<file path="src/rtl/multicycle_controller.sv">
// multicycle_controller: multicycle RISC-V control FSM with memory wait states,
// registered Moore controls and saturating performance counters.
module multicycle_controller #(
    parameter int CNT_W = 32
) (
    input  logic             clk,
    input  logic             reset,
    input  logic [6:0]       op,
    input  logic [2:0]       funct3,
    input  logic             funct7b5,
    input  logic             Zero,
    input  logic             MemReady,
    output logic             PCWrite,
    output logic             IRWrite,
    output logic             RegWrite,
    output logic             MemWrite,
    output logic             AdrSrc,
    output logic [1:0]       ResultSrc,
    output logic [1:0]       ALUSrcA,
    output logic [1:0]       ALUSrcB,
    output logic [1:0]       ImmSrc,
    output logic [2:0]       ALUControl,
    output logic             Halt,
    output logic [3:0]       State,
    output logic [CNT_W-1:0] CycleCount,
    output logic [CNT_W-1:0] InstrCount
);
    typedef enum logic [3:0] {
        FETCH    = 4'd0,
        DECODE   = 4'd1,
        MEMADR   = 4'd2,
        MEMREAD  = 4'd3,
        MEMWB    = 4'd4,
        MEMWRITE = 4'd5,
        EXECUTER = 4'd6,
        ALUWB    = 4'd7,
        EXECUTEI = 4'd8,
        JAL      = 4'd9,
        BEQ      = 4'd10,
        HALT     = 4'd11
    } state_e;

    typedef struct packed {
        logic       adr_src;
        logic       reg_write;
        logic       mem_write;
        logic       fetch;
        logic       pc_upd;
        logic       branch;
        logic       halt;
        logic [1:0] result_src;
        logic [1:0] alu_src_a;
        logic [1:0] alu_src_b;
        logic [1:0] alu_op;
    } ctl_t;

    state_e           state_q, state_d;
    ctl_t             ctl_q;
    logic [CNT_W-1:0] cycle_q, instr_q;
    logic [2:0]       r_ctl;

    function automatic ctl_t ctl_of(state_e s);
        ctl_t c;
        c = '0;
        case (s)
            FETCH:    begin c.fetch = 1'b1; c.alu_src_b = 2'b10; c.result_src = 2'b10; end
            DECODE:   begin c.alu_src_a = 2'b01; c.alu_src_b = 2'b01; end
            MEMADR:   begin c.alu_src_a = 2'b10; c.alu_src_b = 2'b01; end
            MEMREAD:  c.adr_src = 1'b1;
            MEMWB:    begin c.result_src = 2'b01; c.reg_write = 1'b1; end
            MEMWRITE: begin c.adr_src = 1'b1; c.mem_write = 1'b1; end
            EXECUTER: begin c.alu_src_a = 2'b10; c.alu_op = 2'b10; end
            EXECUTEI: begin c.alu_src_a = 2'b10; c.alu_src_b = 2'b01; c.alu_op = 2'b10; end
            ALUWB:    c.reg_write = 1'b1;
            JAL:      begin c.alu_src_a = 2'b01; c.alu_src_b = 2'b10; c.pc_upd = 1'b1; end
            BEQ:      begin c.alu_src_a = 2'b10; c.alu_op = 2'b01; c.branch = 1'b1; end
            HALT:     c.halt = 1'b1;
            default:  c = '0;
        endcase
        return c;
    endfunction

    always_comb begin
        state_d = state_q;
        case (state_q)
            FETCH:    state_d = MemReady ? DECODE : FETCH;
            DECODE:
                case (op)
                    7'b0000011, 7'b0100011: state_d = MEMADR;
                    7'b0110011:             state_d = EXECUTER;
                    7'b0010011:             state_d = EXECUTEI;
                    7'b1101111:             state_d = JAL;
                    7'b1100011:             state_d = BEQ;
                    default:                state_d = HALT;
                endcase
            MEMADR:   state_d = (op == 7'b0100011) ? MEMWRITE : MEMREAD;
            MEMREAD:  state_d = MemReady ? MEMWB : MEMREAD;
            MEMWRITE: state_d = MemReady ? FETCH : MEMWRITE;
            MEMWB, ALUWB, BEQ:         state_d = FETCH;
            EXECUTER, EXECUTEI, JAL:   state_d = ALUWB;
            HALT:     state_d = HALT;
            default:  state_d = FETCH;
        endcase
    end

    // Controls are registered from the next state so they are glitch-free Moore outputs.
    always_ff @(posedge clk or posedge reset) begin
        if (reset) begin
            state_q <= FETCH;
            ctl_q   <= ctl_of(FETCH);
            cycle_q <= '0;
            instr_q <= '0;
        end else begin
            state_q <= state_d;
            ctl_q   <= ctl_of(state_d);
            if (state_q != HALT && !(&cycle_q))
                cycle_q <= cycle_q + CNT_W'(1);
            if (state_q == FETCH && MemReady && !(&instr_q))
                instr_q <= instr_q + CNT_W'(1);
        end
    end

    always_comb begin
        r_ctl = funct3 == 3'b000 ? ((op[5] & funct7b5) ? 3'b001 : 3'b000) :
                funct3 == 3'b010 ? 3'b101 :
                funct3 == 3'b110 ? 3'b011 :
                funct3 == 3'b111 ? 3'b010 : 3'b000;
        ALUControl = ctl_q.alu_op == 2'b01 ? 3'b001 :
                     ctl_q.alu_op == 2'b10 ? r_ctl : 3'b000;
        ImmSrc = op == 7'b0100011 ? 2'b01 :
                 op == 7'b1100011 ? 2'b10 :
                 op == 7'b1101111 ? 2'b11 : 2'b00;
    end

    // Reset gates the MemReady/Zero driven enables so nothing fires while reset is held.
    assign IRWrite    = ~reset & ctl_q.fetch & MemReady;
    assign PCWrite    = ~reset & (ctl_q.pc_upd | (ctl_q.fetch & MemReady) | (ctl_q.branch & Zero));
    assign RegWrite   = ctl_q.reg_write;
    assign MemWrite   = ctl_q.mem_write;
    assign AdrSrc     = ctl_q.adr_src;
    assign ResultSrc  = ctl_q.result_src;
    assign ALUSrcA    = ctl_q.alu_src_a;
    assign ALUSrcB    = ctl_q.alu_src_b;
    assign Halt       = ctl_q.halt;
    assign State      = state_q;
    assign CycleCount = cycle_q;
    assign InstrCount = instr_q;
endmodule

</file>
<file path="config.mk">
export PLATFORM = sky130hd
export DESIGN_NAME = multicycle_controller
export DESIGN_NICKNAME = d
export VERILOG_FILES = /design/src/rtl/multicycle_controller.sv
export SDC_FILE = /design/constraint.sdc
export NUM_CORES = 1
export LEC_CHECK = 0
export CAP_MARGIN = 10
export CORE_MARGIN = 2
export CORE_UTILIZATION = 29
export CTS_BUF_LIST = sky130_fd_sc_hd__clkbuf_4
export DETAILED_ROUTE_END_ITERATION = 10
export SYNTH_ARGS = -nofsm -noshare
export SYNTH_HDL_FRONTEND = slang
export SYNTH_SLANG_ARGS = --single-unit
</file>
<file path="constraint.sdc">
create_clock -name clk -period 5.05 [get_ports clk]
set_input_delay 0.7575 -clock clk [delete_from_list [all_inputs] [get_ports clk]]
set_output_delay 0.7575 -clock clk [all_outputs]
set_load 0.02 [all_outputs]
</file>
==> impl_results.rst, run 1 <==
.. list-table::
   :header-rows: 1

   * - Metric
     - Value
   * - Max Fanout on Critical Path
     - 6
   * - Number of distinct standard cells referenced by the synthesized netlist
     - 59
   * - Hold WC Path Type
     - register to register
   * - I/O Pins
     - 100
   * - Buffer depth of the longest clock path
     - 2
   * - Synthesized instance count
     - 408
   * - CTS Buf Count
     - 9
   * - Leading register cell type out of synthesis
     - sky130_fd_sc_hd__dfrtp_1
   * - Least-Margin Pin Slew
     - 0.975 ns
   * - Post-synthesis sequential area ratio
     - 48.8%
   * - Total number of yosys warnings
     - 0
   * - Number of nets in the final layout
     - 523
   * - Static leakage power
     - 2.32 nW
   * - Max-cap violations
     - 0
   * - Top layer used by detailed routing
     - met4
   * - Buffers inserted by post-CTS timing repair
     - 0
   * - Flop and latch count out of synthesis
     - 82
   * - PwrDens
     - 364 nW/um^2
   * - Vertical extent of the die
     - 125 microns
   * - Top post-synthesis cells by area
     - sky130_fd_sc_hd__dfrtp_1 47%, sky130_fd_sc_hd__xor2_1 6.4%, sky130_fd_sc_hd__xnor2_1 6.2%
   * - Per-instance average area after synthesis
     - 10.3 sq um
   * - Max Clock Skew
     - 0.0169 ns
   * - Clock insertion delay at the later pin of the skew report
     - 0.46 ns
   * - Number of port buffers
     - 99
   * - Final setup vio count
     - 0
   * - Cells on worst reg2reg path
     - 5
   * - Unrepaired setup endpoints after global routing
     - false
   * - Detailed-route wire length per cell
     - 14.0 microns
   * - Wire length on met3
     - 496 microns
   * - Full die area
     - 15500 sq um
   * - Worst R2R End
     - CycleCount[1]
   * - Drt first-iter violations
     - 176
   * - Clk sink count
     - 82
   * - Critical Setup Path Class
     - primary input to output pin
   * - Data required time at the worst endpoint
     - 4.29 ns
   * - DRC violations left
     - 0
   * - Post-Layout Inst Area
     - 5490 sq um
   * - Reg-to-reg setup timing slack
     - 2.43 ns
   * - Post-layout utilization of the core
     - 38.2%
   * - Routed via count
     - 3446
   * - Number of global-route vias before repair
     - 3379
   * - Outcome
     - complete, no violations
   * - Hold Path Origin
     - CycleCount[31]
   * - Count of endpoints failing hold in the final timing report
     - 0
   * - Total half-perimeter wirelength after legalization and detailed placement
     - 7070 microns
   * - Antenna violations before repair
     - 0
   * - Share of final-layout standard cells stronger than drive strength 1
     - 9.00%
   * - Grt ovf
     - 0
   * - Post-layout min period
     - 3.37 ns
   * - Ratio of final minimum period to clock period
     - 66.8%
   * - Async S/R FF share, synth
     - 100%
   * - Sort of element at the end of the critical path
     - output pin
   * - Normalized max-slew margin
     - 35.0%
   * - Antenna-violating nets left
     - 0
   * - Number of synthesized flops with an enable pin
     - 0
   * - Synthesized netlist net count
     - 425
   * - Placement Rows
     - 44
   * - CTS H-tree depth
     - 3
   * - Detailed-routed wire length on met2
     - 4630 microns
   * - Final weighted congestion of routability-driven global placement
     - 0.811
   * - Top post-synthesis cells by count
     - 79 x sky130_fd_sc_hd__dfrtp_1, 31 x sky130_fd_sc_hd__xor2_1, 30 x sky130_fd_sc_hd__xnor2_1, 29 x sky130_fd_sc_hd__nor2_1
   * - Maximum vdd ir drop
     - 0.000128 V
   * - Root buf cell
     - sky130_fd_sc_hd__clkbuf_4
   * - Final antenna diode count
     - 0
   * - Count of TritonRoute iterations in the first routing pass
     - 4
   * - Overall routing resource usage
     - 13.1%
   * - Netlist Area Pre-Place
     - 4210 sq um
   * - Worst flop-to-flop path startpoint
     - CycleCount[18]
   * - Initial cell density of the core
     - 29.3%
   * - Die width
     - 125 microns
   * - Hold-fix buffer count after cts
     - 0
   * - Wl on met1
     - 4430 microns
   * - Layout-stage area growth over the synthesis result
     - 30.3%
   * - # resized after CTS
     - 0
   * - Achievable clock frequency
     - 296 MHz
   * - Count of pins over their slew limit
     - 0
   * - Per-cell via count in the routed design
     - 4.96
   * - Wire length of the first global-routing pass
     - 16800 microns
   * - Core footprint
     - 14400 sq um
   * - Worst Hold End
     - CycleCount[31]
   * - Worst path arrival time
     - 2.62 ns
   * - Clock transition at the registers of the reported paths
     - 0.14 ns
   * - Most common cell in the netlist
     - sky130_fd_sc_hd__dfrtp_1
   * - CTS tree
     - built
   * - Final Routed Wirelength
     - 9700 microns
   * - Maximum number of pins on one net before global-route repair
     - 77
   * - Hold Path Depth
     - 1
   * - Library cell with the largest summed area after synthesis
     - sky130_fd_sc_hd__dfrtp_1
   * - Dpl cell area
     - 5370 sq um
   * - Critical path startpoint category
     - primary input
   * - Setup TNS after final layout
     - 0 ns
   * - Yosys top cell area share
     - 46.9%
## cells by family (layout without fill, tap and decap cells)
family | after synthesis | count (layout) | synth area share, %
adder cells (fa/ha/maj) | 2 | 2 | 0.594
AO/OA/AOI/OAI | 40 | 40 | 6.92
XOR/XNOR | 61 | 61 | 12.7
multiplexers | 3 | 3 | 0.802
buffers and inverters | 26 | 129 | 2.91
flip-flops | 82 | 82 | 48.8
AND/OR/NAND/NOR | 194 | 194 | 27.3
## layout by cell type, fill, tap and decap left out, drive strengths merged, types with 4 or more instances in the layout
cell type      count
clkdlybuf4s50     99
dfrtp             79
nor2              32
xor2              31
xnor2             30
nand3             28
nand2             27
nand4             26
nor3              17
and3              17
inv               11
clkbuf            10
nor4               7
a21oi              6
nor2b              6
o21ai              6
and4               5
and2               4
clkinvlp           4
## where the power goes
group	switching [W]	total (W)	leakage (nW)	internal [W]
Combinational	0.000404	0.000756	1.17	0.000353
Clock	0.000238	0.000344	0.0546	0.000106
Sequential	0.000137	0.000901	1.10	0.000763
## routing by layer
layer | GRT usage [%] | vias to the layer above
met5 | 0 | -
met4 | 4.69 | 0
met3 | 4.08 | 10
met2 | 20.5 | 64
met1 | 17.0 | 1708
li1 | - | 1664
## stage by stage
stage,cells,hold slack (ns),setup slack (ns),power [W]
finish,695,0.505,1.68,0.00200
floorplan,408,0.595,1.06,0.00139
detailed placement,679,0.489,1.69,0.00167
global placement,679,0.485,1.70,0.00166
global route,695,0.511,1.56,0.00213
CTS,695,0.491,1.68,0.00202
## cell type report
| cell class | count | area [sq um] |
|---|---|---|
| clock buffer | 10 | 75.1 |
| clock inverter | 6 | 43.8 |
| fill | 1408 | 8880 |
| inverter | 12 | 46.3 |
| multi-input combinational | 300 | 2040 |
| sequential | 82 | 2060 |
| tap | 184 | 230 |
| timing repair buffer | 101 | 1010 |
## flip-flops by register name, indices dropped and copies added (netlist names)
signal and flops:
ALUSrcA 2, ALUSrcB 2, AdrSrc 1, CycleCount 32
Halt 1, InstrCount 32, MemWrite 1, RegWrite 1
ResultSrc 2, State 4, ctl_q 4
## worst max-delay path: stages
cell and delay (ns):
sky130_fd_sc_hd__clkdlybuf4s50_1 0.57, sky130_fd_sc_hd__a31oi_1 0.10, sky130_fd_sc_hd__or3b_2 0.44, sky130_fd_sc_hd__o21ai_0 0.11, sky130_fd_sc_hd__clkdlybuf4s50_1 0.64
## worst max path at each step
stage               start       endpoint  slack (ns)  depth (start not counted)
floorplan           reset        PCWrite        1.06                          3
global placement    op[5]  ALUControl[0]        1.70                          5
detailed placement  op[5]  ALUControl[0]        1.69                          5
CTS                 op[5]  ALUControl[0]        1.68                          5
global route        op[5]  ALUControl[0]        1.56                          5
finish              op[5]  ALUControl[0]        1.68                          5
Note: power is estimated with default switching activity, not from simulation.
==> inputs of run 2 (changes only) <==
==> constraint.sdc (replaced) <==
create_clock -name clk -period 3.4 [get_ports clk]
set_input_delay 0.51 -clock clk [delete_from_list [all_inputs] [get_ports clk]]
set_output_delay 0.51 -clock clk [all_outputs]
set_load 0.02 [all_outputs]
==> impl_results.rst, run 2 (same netlist as run 1, synthesis figures left out) <==
.. list-table::
   :header-rows: 1

   * - Metric
     - Value
   * - DRC violations left
     - 0
   * - Setup TNS after final layout
     - 0 ns
   * - Overall routing resource usage
     - 13.4%
   * - # resized after CTS
     - 0
   * - Number of nets in the final layout
     - 526
   * - Dpl cell area
     - 5400 sq um
   * - Cell class contributing the biggest share of worst-path delay
     - buffers and inverters
   * - Critical path's largest stage delay
     - 0.62 ns
   * - Full die area
     - 15500 sq um
   * - CTS tree
     - built
   * - Final setup vio count
     - 0
   * - Number of global-route vias before repair
     - 3396
   * - Achievable clock frequency
     - 353 MHz
   * - Count of buffering cells on the critical path with inverters included
     - 2
   * - Max-cap violations
     - 0
   * - Final Routed Wirelength
     - 10100 microns
   * - Core footprint
     - 14400 sq um
   * - Detailed-route wire length per cell
     - 14.4 microns
   * - Grt ovf
     - 0
   * - Ratio of final minimum period to clock period
     - 83.4%
   * - Cells on worst reg2reg path
     - 6
   * - Drt first-iter violations
     - 183
   * - Post-layout min period
     - 2.83 ns
   * - Outcome
     - complete, no violations
   * - Antenna violations before repair
     - 0
   * - Post-Layout Inst Area
     - 5540 sq um
   * - Per-cell via count in the routed design
     - 4.97
   * - Hold Path Depth
     - 1
   * - Number of port buffers
     - 99
   * - Critical Setup Path Class
     - primary input to output pin
   * - Buffers inserted by post-CTS timing repair
     - 0
   * - Worst path arrival time
     - 2.32 ns
   * - Hold slack
     - 0.511 ns
   * - Buffer depth of the longest clock path
     - 2
   * - CTS Buf Count
     - 9
   * - Least-Margin Pin Slew
     - 0.685 ns
   * - Worst flop-to-flop path startpoint
     - InstrCount[0]
   * - CP max-delay cell
     - sky130_fd_sc_hd__clkdlybuf4s50_1
   * - Register cell area after layout
     - 2060 sq um
   * - Layout-stage area growth over the synthesis result
     - 31.4%
   * - Critical path startpoint category
     - primary input
   * - Wire length of the first global-routing pass
     - 17000 microns
   * - I/O Pins
     - 100
   * - Hold WC Path Type
     - register to register
   * - Maximum vdd ir drop
     - 0.000191 V
   * - Series of cell instances along the critical path
     - clkdlybuf4s50_1 > a31oi_1 > or3b_2 > o21ai_0 > clkdlybuf4s50_1
   * - PwrDens
     - 554 nW/um^2
   * - Root buf cell
     - sky130_fd_sc_hd__clkbuf_4
   * - Cell occurring most often along the worst timing path
     - sky130_fd_sc_hd__clkdlybuf4s50_1
   * - Data required time at the worst endpoint
     - 2.89 ns
   * - Hold Path Origin
     - CycleCount[31]
   * - Vertical extent of the die
     - 125 microns
   * - Normalized max-slew margin
     - 53.9%
   * - Total half-perimeter wirelength after legalization and detailed placement
     - 7260 microns
   * - Clk sink count
     - 82
   * - Clock insertion delay at the later pin of the skew report
     - 0.47 ns
   * - Worst Hold End
     - CycleCount[31]
   * - Maximum number of pins on one net before global-route repair
     - 44
   * - Final weighted congestion of routability-driven global placement
     - 0.753
   * - Routed via count
     - 3466
   * - Count of pins over their slew limit
     - 0
   * - Antenna-violating nets left
     - 0
   * - Most common cell after layout, fill and taps aside
     - sky130_fd_sc_hd__clkdlybuf4s50_1
   * - Multi-input gate area in the final layout
     - 2040 sq um
   * - Final antenna diode count
     - 0
   * - CTS H-tree depth
     - 3
   * - Commonest cells after routing, fill and taps aside
     - 99 x sky130_fd_sc_hd__clkdlybuf4s50_1, 79 x sky130_fd_sc_hd__dfrtp_1, 31 x sky130_fd_sc_hd__xor2_1
   * - Hold-fix buffer count after cts
     - 0
   * - Static leakage power
     - 2.36 nW
   * - Placement Rows
     - 44
   * - Unrepaired setup endpoints after global routing
     - false
   * - Max Clock Skew
     - 0.0228 ns
   * - Share of final-layout standard cells stronger than drive strength 1
     - 9.34%
   * - Initial cell density of the core
     - 29.3%
   * - Max Fanout on Critical Path
     - 6
   * - Count of TritonRoute iterations in the first routing pass
     - 4
   * - Die width
     - 125 microns
   * - Worst R2R End
     - InstrCount[20]
   * - Reg-to-reg setup timing slack
     - 0.98 ns
   * - Fillers
     - 1425
   * - Sort of element at the end of the critical path
     - output pin
   * - Clock transition at the registers of the reported paths
     - 0.13 ns
   * - Count of endpoints failing hold in the final timing report
     - 0
==> run 2: how the worst max path moves through the flow <==
| stage | cells past startpoint | end | from | slack [ns] |
|---|---|---|---|---|
| 6_report | 5 | ALUControl[0] | op[5] | 0.57 |
| 3_5_place_dp | 6 | InstrCount[20] | MemReady | 0.52 |
| 2_1_floorplan | 3 | PCWrite | reset | 0.37 |
| 5_1_grt | 5 | ALUControl[0] | op[5] | 0.46 |
| 4_1_cts | 5 | ALUControl[0] | op[5] | 0.54 |
| 3_3_place_gp | 5 | ALUControl[0] | op[5] | 0.55 |
==> run 2: per-layer routing <==
metal	vias to the layer above	track usage (%)	wire, microns
li1	1669	-	-
met1	1701	18.0	4730
met2	81	20.4	4720
met3	15	3.61	439
met4	0	5.22	160
met5	-	0	0
==> run 2: layout make-up <==
| type | count | share of cell area (%) |
|---|---|---|
| clock buffers | 9 | 1.22 |
| clock inverters | 7 | 1.27 |
| inverters | 12 | 0.881 |
| multi-input cells | 300 | 36.8 |
| flip-flops and latches | 82 | 37.1 |
| well taps | 184 | 4.16 |
| repair buffers | 104 | 18.6 |
==> run 2: report_power, final <==
group | switching [W] | internal, W
registers | 0.000213 | 0.00113
logic | 0.000609 | 0.000528
clock network | 0.000360 | 0.000223
total | 0.00118 | 0.00188
==> run 2: per-stage QoR <==
stage	setup slack [ns]	utilization, %	total power (W)	instances
floorplan	0.374	-	0.00206	408
finish	0.566	38.5	0.00307	698
detailed placement	0.521	37.6	0.00250	682
CTS	0.544	38.5	0.00309	698
global placement	0.552	37.6	0.00248	682
global route	0.464	38.5	0.00326	698
==> inputs of run 3 (changes only) <==
==> constraint.sdc (replaced) <==
create_clock -name clk -period 2.3 [get_ports clk]
set_input_delay 0.345 -clock clk [delete_from_list [all_inputs] [get_ports clk]]
set_output_delay 0.345 -clock clk [all_outputs]
set_load 0.02 [all_outputs]
==> impl_results.rst, run 3 (same netlist as run 1, synthesis figures left out) <==
.. list-table::
   :header-rows: 1

   * - Metric
     - Value
   * - Overall Power
     - 0.00469 W
   * - Reg-to-reg setup timing slack
     - 0.12 ns
   * - CTS tree
     - built
   * - Fillers
     - 1423
   * - Setup TNS after final layout
     - 0 ns
   * - Worst path arrival time
     - 1.88 ns
   * - Die width
     - 125 microns
   * - Share of final-layout standard cells stronger than drive strength 1
     - 16.1%
   * - Unrepaired setup endpoints after global routing
     - false
   * - Critical path startpoint category
     - primary input
   * - Count of endpoints failing hold in the final timing report
     - 0
   * - Hold slack
     - 0.467 ns
   * - Initial cell density of the core
     - 29.3%
   * - Critical Setup Path Class
     - primary input to output pin
   * - Number of global-route vias before repair
     - 3606
   * - Placed cell count
     - 715
   * - Root buf cell
     - sky130_fd_sc_hd__clkbuf_4
   * - Final antenna diode count
     - 0
   * - Number of port buffers
     - 99
   * - Grt ovf
     - 0
   * - Routed via count
     - 3564
   * - Commonest cells after routing, fill and taps aside
     - 95 x sky130_fd_sc_hd__clkdlybuf4s50_1, 79 x sky130_fd_sc_hd__dfrtp_1, 39 x sky130_fd_sc_hd__buf_4
   * - Antenna-violating nets left
     - 0
   * - Final setup vio count
     - 0
   * - Post-layout min period
     - 2.22 ns
   * - Antenna violations before repair
     - 0
   * - PwrDens
     - 804 nW/um^2
   * - Clock insertion delay at the later pin of the skew report
     - 0.44 ns
   * - Buffer depth of the longest clock path
     - 2
   * - Static leakage power
     - 2.56 nW
   * - I/O Pins
     - 100
   * - Hold-fix buffer count after cts
     - 0
   * - Drt first-iter violations
     - 205
   * - Achievable clock frequency
     - 450 MHz
   * - Per-cell via count in the routed design
     - 4.87
   * - Core footprint
     - 14400 sq um
   * - Vertical extent of the die
     - 125 microns
   * - CTS H-tree depth
     - 3
   * - Clock transition at the registers of the reported paths
     - 0.13 ns
   * - Ratio of final minimum period to clock period
     - 96.6%
   * - Least-Margin Pin Slew
     - 0.608 ns
   * - DRC violations left
     - 0
   * - Placement Rows
     - 44
   * - Max Clock Skew
     - 0.0183 ns
   * - Detailed-route wire length per cell
     - 14.1 microns
   * - Final weighted congestion of routability-driven global placement
     - 0.833
   * - Overall routing resource usage
     - 13.7%
   * - Clk sink count
     - 82
   * - Most common cell after layout, fill and taps aside
     - sky130_fd_sc_hd__clkdlybuf4s50_1
   * - CTS Buf Count
     - 9
   * - Non-filler cells in the finished layout
     - 732
   * - Maximum number of pins on one net before global-route repair
     - 47
   * - Final Routed Wirelength
     - 10300 microns
   * - Normalized max-slew margin
     - 59.3%
   * - Hold WC Path Type
     - primary input to asynchronous set/reset pin
   * - Outcome
     - complete, no violations
   * - Sort of element at the end of the critical path
     - output pin
   * - Count of TritonRoute iterations in the first routing pass
     - 4
   * - Max Fanout on Critical Path
     - 2
   * - Total half-perimeter wirelength after legalization and detailed placement
     - 7630 microns
   * - Layout-stage area growth over the synthesis result
     - 38.4%
   * - Data required time at the worst endpoint
     - 1.96 ns
   * - Max-cap violations
     - 0
   * - Maximum vdd ir drop
     - 0.000289 V
   * - Full die area
     - 15500 sq um
   * - Number of nets in the final layout
     - 560
   * - Wire length of the first global-routing pass
     - 17700 microns
   * - Count of pins over their slew limit
     - 0
-- run 3: cell types whose count changed in the layout (fill, tap and decap cells not counted), sizes merged --
cell	change
buf	+34
clkinvlp	+2
clkinv	-3
clkbuf	+2
clkdlybuf4s50	-4
dlymetal6s2s	+2
dlygate4sd2	+1
-- run 3: per-layer routing --
metal | wire [microns] | share of wire [%] | GRT usage (%)
met5 | 0 | 0 | 0
met3 | 492 | 4.8 | 3.74
met4 | 142 | 1.4 | 5.42
met1 | 4760 | 46 | 17.8
met2 | 4940 | 48 | 21.8
-- run 3: metrics by stage --
| stage | utilization [%] | worst slack [ns] | instance area [sq um] |
|---|---|---|---|
| floorplan | - | -0.222 | 4230 |
| global placement | 39.4 | -0.135 | 5660 |
| detailed placement | 39.4 | -0.186 | 5660 |
| CTS | 40.4 | -0.00427 | 5800 |
| global route | 40.6 | 0.000361 | 5830 |
| finish | 40.6 | 0.0777 | 5830 |
-- run 3: worst paths after layout --
kind,endpoint,cells after the start,startpoint
max in group asynchronous,ALUSrcB[0],4,reset
setup / recovery,PCWrite,5,reset
setup reg to reg,InstrCount[28],6,InstrCount[0]
min in group clk,CycleCount[31],1,CycleCount[31]
hold reg to reg,CycleCount[31],1,CycleCount[31]
hold / removal,Halt,3,reset
-- run 3: layout make-up --
class	instances	area (sq um)	share of cell area (%)
Multi-Input combinational cell	300	2080	35.7
Inverter	12	48.8	0.837
Tap cell	184	230	3.95
Clock inverter	6	57.6	0.987
Clock buffer	10	75.1	1.29
Timing Repair Buffer	138	1280	22.0
Sequential cell	82	2060	35.2
-- run 3: timing repair --
action,CTS,global route
setup buffers,0,1
endpoints found under the setup margin,2,8
resized for setup,4,8
-- run 3: critical path: stages --
cell	delay, ns
sky130_fd_sc_hd__clkdlybuf4s50_1	0.57
sky130_fd_sc_hd__clkinvlp_4	0.12
sky130_fd_sc_hd__and3_4	0.15
sky130_fd_sc_hd__o21bai_4	0.16
sky130_fd_sc_hd__clkdlybuf4s50_1	0.53
-- run 3: power breakdown --
group          internal [W]  switching, W  leakage (nW)  total [W]
sequential          0.00168      0.000235          1.10    0.00191
clock              0.000335      0.000502        0.0675   0.000837
combinational      0.000929       0.00101          1.39    0.00194
total               0.00294       0.00175          2.56    0.00469
